<file path="src/rtl/multicycle_mcu_if.sv">
// Bus between the multi-cycle MIPS controller and its datapath/memory.
// The controller (master) receives the IR opcode and the memory ready
// handshake, and drives every datapath strobe and mux select.
//   opcode         : IR[31:26], valid from DECODE onward
//   mem_ready      : memory completes the current access at this edge
//   mem_req/mem_we : memory request and its write qualifier
//   iord           : memory address select (0=PC, 1=ALUOut)
//   ir_we, pc_we   : IR load, unconditional PC write
//   branch         : PC write qualified by ALU zero (ANDed in datapath)
//   pc_src         : 0=ALU result, 1=ALUOut, 2=jump target
//   alu_srca_sel   : 0=PC, 1=reg A
//   alu_srcb_sel   : 0=reg B, 1=4, 2=sign_imm, 3=sign_imm<<2
//   aluop          : 0=ADD, 1=SUB, 2=FUNCT
//   reg_we, wreg_dst_sel, wrbck_data_sel : register file write controls
//   instr_done     : one-cycle pulse in the last state of an instruction
//   halted         : high while in HALT
//   state_debug    : current state encoding
interface multicycle_mcu_if;
  logic [5:0] opcode;
  logic       mem_ready;
  logic       mem_req;
  logic       mem_we;
  logic       iord;
  logic       ir_we;
  logic       pc_we;
  logic       branch;
  logic [1:0] pc_src;
  logic       alu_srca_sel;
  logic [1:0] alu_srcb_sel;
  logic [3:0] aluop;
  logic       reg_we;
  logic       wreg_dst_sel;
  logic       wrbck_data_sel;
  logic       instr_done;
  logic       halted;
  logic [3:0] state_debug;

  modport master (
    input  opcode, mem_ready,
    output mem_req, mem_we, iord, ir_we, pc_we, branch, pc_src,
           alu_srca_sel, alu_srcb_sel, aluop, reg_we, wreg_dst_sel,
           wrbck_data_sel, instr_done, halted, state_debug
  );

  modport slave (
    output opcode, mem_ready,
    input  mem_req, mem_we, iord, ir_we, pc_we, branch, pc_src,
           alu_srca_sel, alu_srcb_sel, aluop, reg_we, wreg_dst_sel,
           wrbck_data_sel, instr_done, halted, state_debug
  );
endinterface

</file>
<file path="src/rtl/multicycle_mcu.sv">
// Moore FSM sequencing a multi-cycle MIPS datapath with a shared
// instruction/data memory. Supports R-type, lw, sw, beq, addi and j;
// an unknown opcode parks the controller in HALT until reset.
// Ports:
//   clk   : clock, all state on rising edge
//   reset : asynchronous, active-low; forces IDLE immediately
//   bus   : multicycle_mcu_if.master (opcode/mem_ready in, strobes out)
module multicycle_mcu (
  input  logic                   clk,
  input  logic                   reset,
  multicycle_mcu_if.master       bus
);

  typedef enum logic [3:0] {
    IDLE     = 4'd0,
    FETCH    = 4'd1,
    DECODE   = 4'd2,
    MEMADR   = 4'd3,
    MEMRD    = 4'd4,
    MEMWB    = 4'd5,
    MEMWR    = 4'd6,
    RTYPE_EX = 4'd7,
    RTYPE_WB = 4'd8,
    BEQ_EX   = 4'd9,
    ADDI_EX  = 4'd10,
    ADDI_WB  = 4'd11,
    JMP_EX   = 4'd12,
    HALT     = 4'd15
  } state_t;

  localparam logic [5:0] OP_RTYPE = 6'b000000;
  localparam logic [5:0] OP_LW    = 6'b100011;
  localparam logic [5:0] OP_SW    = 6'b101011;
  localparam logic [5:0] OP_BEQ   = 6'b000100;
  localparam logic [5:0] OP_ADDI  = 6'b001000;
  localparam logic [5:0] OP_J     = 6'b000010;

  localparam logic [3:0] ALU_ADD   = 4'd0;
  localparam logic [3:0] ALU_SUB   = 4'd1;
  localparam logic [3:0] ALU_FUNCT = 4'd2;

  state_t state, state_nxt;

  // State register
  always_ff @(posedge clk or negedge reset) begin
    if (!reset) state <= IDLE;
    else        state <= state_nxt;
  end

  // Next-state and Moore outputs; FETCH ir_we/pc_we are the only
  // outputs that also follow mem_ready.
  always_comb begin
    state_nxt          = state;
    bus.mem_req        = 1'b0;
    bus.mem_we         = 1'b0;
    bus.iord           = 1'b0;
    bus.ir_we          = 1'b0;
    bus.pc_we          = 1'b0;
    bus.branch         = 1'b0;
    bus.pc_src         = 2'd0;
    bus.alu_srca_sel   = 1'b0;
    bus.alu_srcb_sel   = 2'd0;
    bus.aluop          = ALU_ADD;
    bus.reg_we         = 1'b0;
    bus.wreg_dst_sel   = 1'b0;
    bus.wrbck_data_sel = 1'b0;
    bus.instr_done     = 1'b0;
    bus.halted         = 1'b0;
    bus.state_debug    = state;

    case (state)
      IDLE: state_nxt = FETCH;

      FETCH: begin
        // PC+4 is computed every cycle but only committed with the IR load.
        bus.mem_req      = 1'b1;
        bus.alu_srcb_sel = 2'd1;
        bus.ir_we        = bus.mem_ready;
        bus.pc_we        = bus.mem_ready;
        if (bus.mem_ready) state_nxt = DECODE;
      end

      DECODE: begin
        // Speculative branch target into ALUOut.
        bus.alu_srcb_sel = 2'd3;
        case (bus.opcode)
          OP_LW, OP_SW: state_nxt = MEMADR;
          OP_RTYPE:     state_nxt = RTYPE_EX;
          OP_BEQ:       state_nxt = BEQ_EX;
          OP_ADDI:      state_nxt = ADDI_EX;
          OP_J:         state_nxt = JMP_EX;
          default:      state_nxt = HALT;
        endcase
      end

      MEMADR: begin
        bus.alu_srca_sel = 1'b1;
        bus.alu_srcb_sel = 2'd2;
        state_nxt = (bus.opcode == OP_LW) ? MEMRD : MEMWR;
      end

      MEMRD: begin
        bus.mem_req = 1'b1;
        bus.iord    = 1'b1;
        if (bus.mem_ready) state_nxt = MEMWB;
      end

      MEMWB: begin
        bus.reg_we         = 1'b1;
        bus.wrbck_data_sel = 1'b1;
        bus.instr_done     = 1'b1;
        state_nxt          = FETCH;
      end

      MEMWR: begin
        bus.mem_req = 1'b1;
        bus.mem_we  = 1'b1;
        bus.iord    = 1'b1;
        if (bus.mem_ready) begin
          bus.instr_done = 1'b1;
          state_nxt      = FETCH;
        end
      end

      RTYPE_EX: begin
        bus.alu_srca_sel = 1'b1;
        bus.aluop        = ALU_FUNCT;
        state_nxt        = RTYPE_WB;
      end

      RTYPE_WB: begin
        bus.reg_we       = 1'b1;
        bus.wreg_dst_sel = 1'b1;
        bus.instr_done   = 1'b1;
        state_nxt        = FETCH;
      end

      BEQ_EX: begin
        bus.alu_srca_sel = 1'b1;
        bus.aluop        = ALU_SUB;
        bus.branch       = 1'b1;
        bus.pc_src       = 2'd1;
        bus.instr_done   = 1'b1;
        state_nxt        = FETCH;
      end

      ADDI_EX: begin
        bus.alu_srca_sel = 1'b1;
        bus.alu_srcb_sel = 2'd2;
        state_nxt        = ADDI_WB;
      end

      ADDI_WB: begin
        bus.reg_we     = 1'b1;
        bus.instr_done = 1'b1;
        state_nxt      = FETCH;
      end

      JMP_EX: begin
        bus.pc_we      = 1'b1;
        bus.pc_src     = 2'd2;
        bus.instr_done = 1'b1;
        state_nxt      = FETCH;
      end

      HALT: begin
        bus.halted = 1'b1;
        state_nxt  = HALT;
      end

      // Unused encodings behave like IDLE and recover through FETCH.
      default: state_nxt = FETCH;
    endcase
  end

endmodule

</file>
<file path="src/flat_wrapper.sv">
// flat-port wrapper written by rule: the top's interface ports become plain ports
module multicycle_mcu_flat 
  (clk, reset, bus_opcode, bus_mem_ready, bus_mem_req, bus_mem_we, bus_iord, bus_ir_we, bus_pc_we, bus_branch, bus_pc_src, bus_alu_srca_sel, bus_alu_srcb_sel, bus_aluop, bus_reg_we, bus_wreg_dst_sel, bus_wrbck_data_sel, bus_instr_done, bus_halted, bus_state_debug);
  multicycle_mcu_if bus_i ();
  input  logic clk;
  input  logic reset;
  input wire logic [$bits(bus_i.opcode)-1:0] bus_opcode;
  input wire logic [$bits(bus_i.mem_ready)-1:0] bus_mem_ready;
  output wire logic [$bits(bus_i.mem_req)-1:0] bus_mem_req;
  output wire logic [$bits(bus_i.mem_we)-1:0] bus_mem_we;
  output wire logic [$bits(bus_i.iord)-1:0] bus_iord;
  output wire logic [$bits(bus_i.ir_we)-1:0] bus_ir_we;
  output wire logic [$bits(bus_i.pc_we)-1:0] bus_pc_we;
  output wire logic [$bits(bus_i.branch)-1:0] bus_branch;
  output wire logic [$bits(bus_i.pc_src)-1:0] bus_pc_src;
  output wire logic [$bits(bus_i.alu_srca_sel)-1:0] bus_alu_srca_sel;
  output wire logic [$bits(bus_i.alu_srcb_sel)-1:0] bus_alu_srcb_sel;
  output wire logic [$bits(bus_i.aluop)-1:0] bus_aluop;
  output wire logic [$bits(bus_i.reg_we)-1:0] bus_reg_we;
  output wire logic [$bits(bus_i.wreg_dst_sel)-1:0] bus_wreg_dst_sel;
  output wire logic [$bits(bus_i.wrbck_data_sel)-1:0] bus_wrbck_data_sel;
  output wire logic [$bits(bus_i.instr_done)-1:0] bus_instr_done;
  output wire logic [$bits(bus_i.halted)-1:0] bus_halted;
  output wire logic [$bits(bus_i.state_debug)-1:0] bus_state_debug;
  assign bus_i.opcode = bus_opcode;
  assign bus_i.mem_ready = bus_mem_ready;
  assign bus_mem_req = bus_i.mem_req;
  assign bus_mem_we = bus_i.mem_we;
  assign bus_iord = bus_i.iord;
  assign bus_ir_we = bus_i.ir_we;
  assign bus_pc_we = bus_i.pc_we;
  assign bus_branch = bus_i.branch;
  assign bus_pc_src = bus_i.pc_src;
  assign bus_alu_srca_sel = bus_i.alu_srca_sel;
  assign bus_alu_srcb_sel = bus_i.alu_srcb_sel;
  assign bus_aluop = bus_i.aluop;
  assign bus_reg_we = bus_i.reg_we;
  assign bus_wreg_dst_sel = bus_i.wreg_dst_sel;
  assign bus_wrbck_data_sel = bus_i.wrbck_data_sel;
  assign bus_instr_done = bus_i.instr_done;
  assign bus_halted = bus_i.halted;
  assign bus_state_debug = bus_i.state_debug;
  multicycle_mcu u_core (.clk(clk), .reset(reset), .bus(bus_i));
endmodule
</file>
<file path="config.mk">
export PLATFORM = sky130hd
export DESIGN_NAME = multicycle_mcu_flat
export DESIGN_NICKNAME = d
export VERILOG_FILES = /design/src/rtl/multicycle_mcu_if.sv /design/src/rtl/multicycle_mcu.sv /design/src/flat_wrapper.sv
export SDC_FILE = /design/constraint.sdc
export NUM_CORES = 1
export LEC_CHECK = 0
export CORE_MARGIN = 1
export CORE_UTILIZATION = 34
export DETAILED_ROUTE_END_ITERATION = 16
export PLACE_DENSITY = 0.79
export SLEW_MARGIN = 5
export SYNTH_ARGS = -nofsm -noshare
export SYNTH_HDL_FRONTEND = slang
export SYNTH_SLANG_ARGS = --single-unit
</file>
<file path="constraint.sdc">
create_clock -name clk -period 1.1 [get_ports clk]
set_input_delay 0.22 -clock clk [delete_from_list [all_inputs] [get_ports clk]]
set_output_delay 0.22 -clock clk [all_outputs]
set_load 0.01 [all_outputs]
</file>
==> run summary, run 1 <==
The flow ran to the end, but the final reports show violations. The final reports fail on DRC, setup timing. The total clock sinks was 4; the number of remaining DRC errors was 3.

Number of search-and-repair iterations in the first detailed-routing pass: 10. The number of global-route vias before repair is 916, and the final net count is 167. At the end of routability-driven placement, the weighted congestion stood at 0.843. In this run the power spent charging and discharging nets is 0.00196 W. The final layout contains routed wiring with a total length of 3780 µm. Data arrives at the worst endpoint at 1390 ps. The worst setup path is launched from a register. The flip-flop count of the largest register after layout works out to 4. The number of buffers added by the clock tree synthesis step was 3; the required time at the worst-slack endpoint was 880 ps. The logs give 598 µm² for the combined area of all synthesized cells and 33 for the top-level I/O count.

After technology mapping, the gate count stands at 87. Fill cells in the final layout number 66. Of the total power, combinational logic draws 86.1%. The kind of end point of the critical path is an output pin. Power density over cell area: 2940 nW/µm². The cell with the biggest individual delay on the critical path is sky130_fd_sc_hd__dfrtp_2. The die covers 1930 µm². The path type of the worst setup path was reg -> out. In this run the critical register-to-register path is captured at u_core.bus.state_debug[2]. Of the total power, the clock network draws 4.7%.

The synthesized area per cell works out to 6.87 µm². The standard cell area after detailed placement was 1140 µm²; the post-detailed-placement half-perimeter wirelength was 1590 µm. The die is 43.9 µm wide. In this run the critical register-to-register path is launched from u_core.bus.state_debug[1]. H-tree depth reported by CTS: 1. The number of cells on the worst reg-to-reg path was 7; the area of the core region was 1580 µm².

For this run, the total global-route usage over all layers was measured as 30.8%. For the final routed database, the setup TNS stands at -10090 ps. The final antenna diode count came out at 0.

For the first-pass GRT wire length, the log shows 4350 µm. Across the run, the number of max-cap violations was 0. The fraction of layout instances using a drive strength above 1 was 69.2%. Setup repair after global routing could not meet its margin everywhere. Measured along the y axis, the die boundary spans 43.9 µm. The library cell with the largest summed area after synthesis is sky130_fd_sc_hd__dfrtp_1. The worst clock skew on the final layout is 10.6 ps, and the worst-skew pair later-pin latency is 240 ps.

Once the floorplan was initialized, standard cells occupied 37.9% of the core. Number of placement rows: 14. The finished layout holds 172 standard cells, fillers aside.

For the distinct cell type count of the synthesized netlist, the log shows 36. The share of the clock period used by the worst path came out at 146%. The number of hold violations in the final report was 0; the sequential share of power was 9.2%. The clock period minus worst slack works out to 1610 ps. TritonCTS built the clock tree.

The detailed router placed 1049 vias in this run. After routing the design area is 1430 µm². The post-layout worst setup margin is -510 ps.

The signal on the critical path passes through buf_4 > nor2_2 > a21oi_1 > o22ai_2 > buf_2. The type of the worst min-delay path was in -> async. The share of async-settable or async-resettable flops after synthesis works out to 100%. After clock tree synthesis, the clock-pin slew on the worst setup and hold paths is 50 ps. Buffers placed on the I/O ports in this run total 30. Among all flip-flop cells after synthesis, the most frequent one is sky130_fd_sc_hd__dfrtp_1.

The tools report the maximum resistive drop on vdd as 1.76 mV. The final number of max-transition violations was 0. The top cell type's share of synthesized area is 16.7%, and the fraction of power spent switching nets is 46.7%.

No sink is reached through more buffers than the 2 on the longest clock path. In the layout the commonest cells are sky130_fd_sc_hd__buf_4 (29), sky130_fd_sc_hd__buf_6 (23), sky130_fd_sc_hd__buf_2 (10). The number of enable flip-flop cells after synthesis is 0. The critical path contains buffers and inverters numbering 2 combined.

The leading cell type in the layout, fill and taps excluded was sky130_fd_sc_hd__buf_4. Buffer cell driving the clock tree root: sky130_fd_sc_hd__clkbuf_4. In this run the worst path has a maximum fanout of 6. The total of hold buffers inserted after clock tree synthesis came out at 0.

The achievable frequency was 621 MHz. The routed via count divided by cell count came out at 6.10. Compared with the post-synthesis result, the final layout area differs by 139%. Setup violations remaining at the end of the flow were counted as 26. The initial antenna violation count is 0. The logs give 153 for the cell count after placement and 0 for the aggregate global routing overflow. The worst slack on hold paths was 190 ps; the post-synthesis sequential area ratio was 16.7%.

The cell family contributing the most delay on the critical path is flip-flops. The logs give 0 for the post-route antenna net violation count and 0 for the Yosys warning count. Synthesis inferred 4 register bits.

In this run the register-to-register setup slack is -460 ps. Number of DRC markers in iteration 0: 66. Entering global routing, the biggest net connects 8 pins.

The final routed wire length divided by cell count was 22.0 µm; the largest stage delay on the critical path was 470 ps. The tools report the internal power as 0.00224 W. The worst setup timing slack at the placement stage came out at -681 ps. By area the synthesized netlist is led by sky130_fd_sc_hd__dfrtp_1 (17%), sky130_fd_sc_hd__nor2_1 (8.8%), sky130_fd_sc_hd__buf_4 (7.5%). For this design the static power due to leakage is 0.674 nW.
stage by stage:
stage               util, %  total power, W
floorplan                 -         0.00168
global placement       72.2         0.00271
detailed placement     72.2         0.00277
CTS                    83.5         0.00348
global route           90.7         0.00436
finish                 90.7         0.00420
cell families after synthesis:
logic type             after synthesis  share of synthesized area, %
AO/OA/AOI/OAI                       20                          23.4
XOR/XNOR                             4                          5.86
buffers and inverters               12                          13.0
flip-flops                           4                          16.7
multiplexers                         2                          3.56
other                                1                         0.627
AND/OR/NAND/NOR                     44                          36.8
area by class of cell:
class	count	area, µm²	share of cell area (%)
repair buffers	75	667	46.6
multi-input cells	72	603	42.2
flip-flops and latches	4	105	7.35
clock buffers	3	22.5	1.57
well taps	16	20.0	1.40
inverters	2	12.5	0.875
worst max-delay path by stage:
stage | to | cells past startpoint | from | slack [ps]
floorplan | bus_mem_req | 4 | u_core.bus.state_debug[0] | -210
global placement | bus_pc_we | 4 | bus_mem_ready | -670
detailed placement | bus_pc_we | 4 | bus_mem_ready | -680
CTS | bus_mem_req | 4 | u_core.bus.state_debug[2] | -440
global route | bus_instr_done | 5 | u_core.bus.state_debug[1] | -560
finish | bus_instr_done | 5 | u_core.bus.state_debug[1] | -510
cell usage after synthesis (2+ instances only):
cell type,count
sky130_fd_sc_hd__inv_1,2
sky130_fd_sc_hd__nand3_1,3
sky130_fd_sc_hd__a21oi_1,5
sky130_fd_sc_hd__nand2b_1,3
sky130_fd_sc_hd__o22ai_1,3
sky130_fd_sc_hd__buf_2,2
sky130_fd_sc_hd__a31oi_1,2
sky130_fd_sc_hd__nand2_1,9
sky130_fd_sc_hd__nor3_1,4
sky130_fd_sc_hd__buf_4,6
sky130_fd_sc_hd__dfrtp_1,4
sky130_fd_sc_hd__nor2_1,14
sky130_fd_sc_hd__o21ai_0,4
sky130_fd_sc_hd__nor2b_1,2
sky130_fd_sc_hd__xnor2_1,3
layer usage:
layer  global-route usage, %  routed length (µm)  up-vias
met5                       0                   0        -
met4                    15.2                 221        0
met3                    5.00                 429       34
met2                    52.5                1790      100
met1                    37.4                1340      473
li1                        -                   -      442
power groups by stage:
stage	Combinational (W)	Clock, W	Sequential (W)
final	0.00362	0.000196	0.000388
after global routing	0.00377	0.000208	0.000387
after CTS	0.00295	0.000186	0.000348
after detailed placement	0.00243	0	0.000344
after global placement	0.00237	0	0.000343
after floorplan	0.00136	0	0.000323
what timing repair did:
item | 4_1_cts | 5_1_grt
endpoints found under the setup margin | 26 | 26
pin swaps | 12 | 7
cloned | 0 | 0
gates resized for setup | 120 | 22
setup buffers | 10 | 7
No activity file was read; power rests on OpenSTA's default activity.
==> run 2, diff against run 1 <==
--- a/config.mk
+++ b/config.mk
@@ -8,7 +8,7 @@
 export CORE_MARGIN = 1
 export CORE_UTILIZATION = 34
 export DETAILED_ROUTE_END_ITERATION = 16
-export PLACE_DENSITY = 0.79
+export PLACE_DENSITY = 0.73
 export SLEW_MARGIN = 5
 export SYNTH_ARGS = -nofsm -noshare
 export SYNTH_HDL_FRONTEND = slang
==> run 2 against run 1 <==
The flow finishes with violations (setup timing). Sequential share of layout area shrank 0.24 points. Non-clock buffer count shrank 1. Core utilization grew 3.0 points. Global-route usage grew 0.34 points. Die area is the same. Sequential cell count is the same. Setup slack lost 72 ps. Combinational power grew 5%. Critical endpoint unchanged. Largest cell class unchanged. Largest power group unchanged.
==> run summary, run 2 (synthesis gave the netlist of run 1 again) <==
The flow ran to the end, but the final reports show violations. The final reports fail on setup timing. For the total wirelength of the detailed-routed design, the log shows 3970 µm. The final routed wire length divided by cell count is 23.2 µm, and the final net count is 166. The critical path goes through and2b_2 > a21oi_2 > o22ai_2 > buf_2. Setup violations remaining at the end of the flow were counted as 26. TritonCTS built the clock tree. The area of the core region is 1580 µm². The path class of the tightest hold or removal check is in -> async. The logs give 0 for the aggregate global routing overflow and 12 for the largest net degree at the start of global routing. From synthesis to final layout, the design area changed by 147%. The clock period minus worst slack is 1680 ps, and the number of remaining DRC errors is 0. For the final routed database, the setup TNS stands at -9900 ps. For the worst-skew pair, the clock arrives at the later sink with an insertion delay of 250 ps. On the final layout, the worst hold slack is 182 ps. CTS saw 4 sinks.

The tools report the number of global-route vias before repair as 936. The routed layout has 1098 vias. Setup repair after global routing could not meet its margin everywhere. The initial utilization of the core area, before any placement, comes to 37.9%.

The kind of end point of the critical path is an output pin. The count of nets left with antenna violations once routing finished came out at 0. In this design, the stage delay of the slowest critical-path cell is 480 ps. The clock-pin slew reported for the worst setup and hold paths after clock tree synthesis is 40 ps.

The tools report the H-tree depth reported by CTS as 1. In the layout the commonest cells are sky130_fd_sc_hd__buf_6 (28), sky130_fd_sc_hd__buf_4 (24), sky130_fd_sc_hd__buf_2 (11). The deepest clock path buffer count was 2. The slowest stage of the critical path belongs to the cell sky130_fd_sc_hd__dfrtp_2. The number of antenna diodes in the final layout is 0. For the post-layout worst setup margin, the log shows -582 ps. The routed via count divided by cell count works out to 6.42.

The tools report the number of hold violations in the final report as 0. The max-cap check violation count was 0. Grouping stages by cell kind, the critical path spends the most delay in flip-flops. The final standard cell utilization of the core is 93.7%. The buffers plus inverters on the worst setup path works out to 1. In this run the core area contains 14 standard-cell rows.

The total of hold buffers inserted after clock tree synthesis was 0; the data arrival at the endpoint of the critical path was 1460 ps. CTS placed an instance of sky130_fd_sc_hd__clkbuf_4 at the clock tree root. The maximum fanout encountered on the critical timing path came out at 7. Global routing used 31.2% of the available tracks across all layers.

The number of DRC markers in iteration 0 was 59; the leakage power figure was 0.676 nW. The fraction of layout instances using a drive strength above 1 is 72.9%, and the post-detailed-placement half-perimeter wirelength is 1590 µm. The global placer's final weighted congestion is 0.796, and the number of I/O port buffers is 30.

For the final number of max-transition violations, the log shows 0. The register with the most flip-flops in the layout has 4 of them. For the worst setup path, the data required time is 880 ps. For this run, the detailed router's first-pass iteration total came to 6. Between clock sinks in the finished design, the worst skew comes to 6.61 ps. In this run the vertical extent of the chip is 43.9 µm. The origin of the worst setup path was u_core.bus.state_debug[0]. The leading cell type in the layout, fill and taps excluded was sky130_fd_sc_hd__buf_6. Derived from the worst setup path, the maximum achievable clock frequency is 595 MHz. In this run, CTS created clock tree buffers numbering 3. The die is 43.9 µm wide. Power density over cell area: 2980 nW/µm². The die area is 1930 µm², and the initial antenna violation count is 0.

Of the available clock period, the critical path in the final layout requires 153%. STA classifies the critical path startpoint as a register. The first global-routing pass estimated 4420 µm of wire. The worst setup path is of the reg -> out kind. The maximum resistive drop on vdd was 1.78 mV. The worst register-to-register path begins at u_core.bus.state_debug[3]. Pin placement for this block handled 33 I/O pins.
-- run 2: worst paths after layout --
check | cells after the start | endpoint | slack, ps
setup / recovery | 4 | bus_instr_done | -580
hold / removal | 1 | u_core.bus.state_debug[3] | 180
setup reg to reg | 6 | u_core.bus.state_debug[1] | -490
hold reg to reg | 3 | u_core.bus.state_debug[3] | 810
max in group asynchronous | 1 | u_core.bus.state_debug[1] | 710
min in group clk | 3 | u_core.bus.state_debug[3] | 810
-- run 2: per-layer routing --
metal / vias to the layer above / wire [µm] / part of all wire (%) / global-route usage, %
met5: - / 0 / 0 / 0
met2: 105 / 1920 / 48 / 54.6
met1: 515 / 1380 / 35 / 36.9
met4: 0 / 272 / 6.9 / 13.9
li1: 437 / - / - / -
met3: 41 / 394 / 9.9 / 5.42
-- run 2: what timing repair did --
action                                  4_1_cts  5_1_grt
buffers inserted                             11        9
endpoints found under the setup margin       26       26
gates resized for setup                     133       31
pin swaps                                    12       14
endpoints found under the hold margin         0        0
-- run 2: through the flow --
step | worst slack (ps) | cells | instance area, µm² | total power [W]
after CTS | -487 | 163 | 1340 | 0.00359
final | -582 | 171 | 1480 | 0.00440
after detailed placement | -698 | 150 | 1120 | 0.00272
after global placement | -673 | 150 | 1120 | 0.00267
after floorplan | -206 | 88 | 687 | 0.00168
after global routing | -662 | 171 | 1480 | 0.00453
-- run 2: power by group --
group | switching (W) | leakage (nW) | internal [W]
clock network | 0.0000781 | 0.0138 | 0.000123
registers | 0.000181 | 0.0450 | 0.000221
logic | 0.00184 | 0.617 | 0.00196
-- run 2: cell type report --
class	count	area, µm²
Sequential cell	4	105
Fill cell	51	98.8
Tap cell	16	20.0
Inverter	2	12.5
Clock buffer	3	22.5
Multi-Input combinational cell	72	642
Timing Repair Buffer	74	676
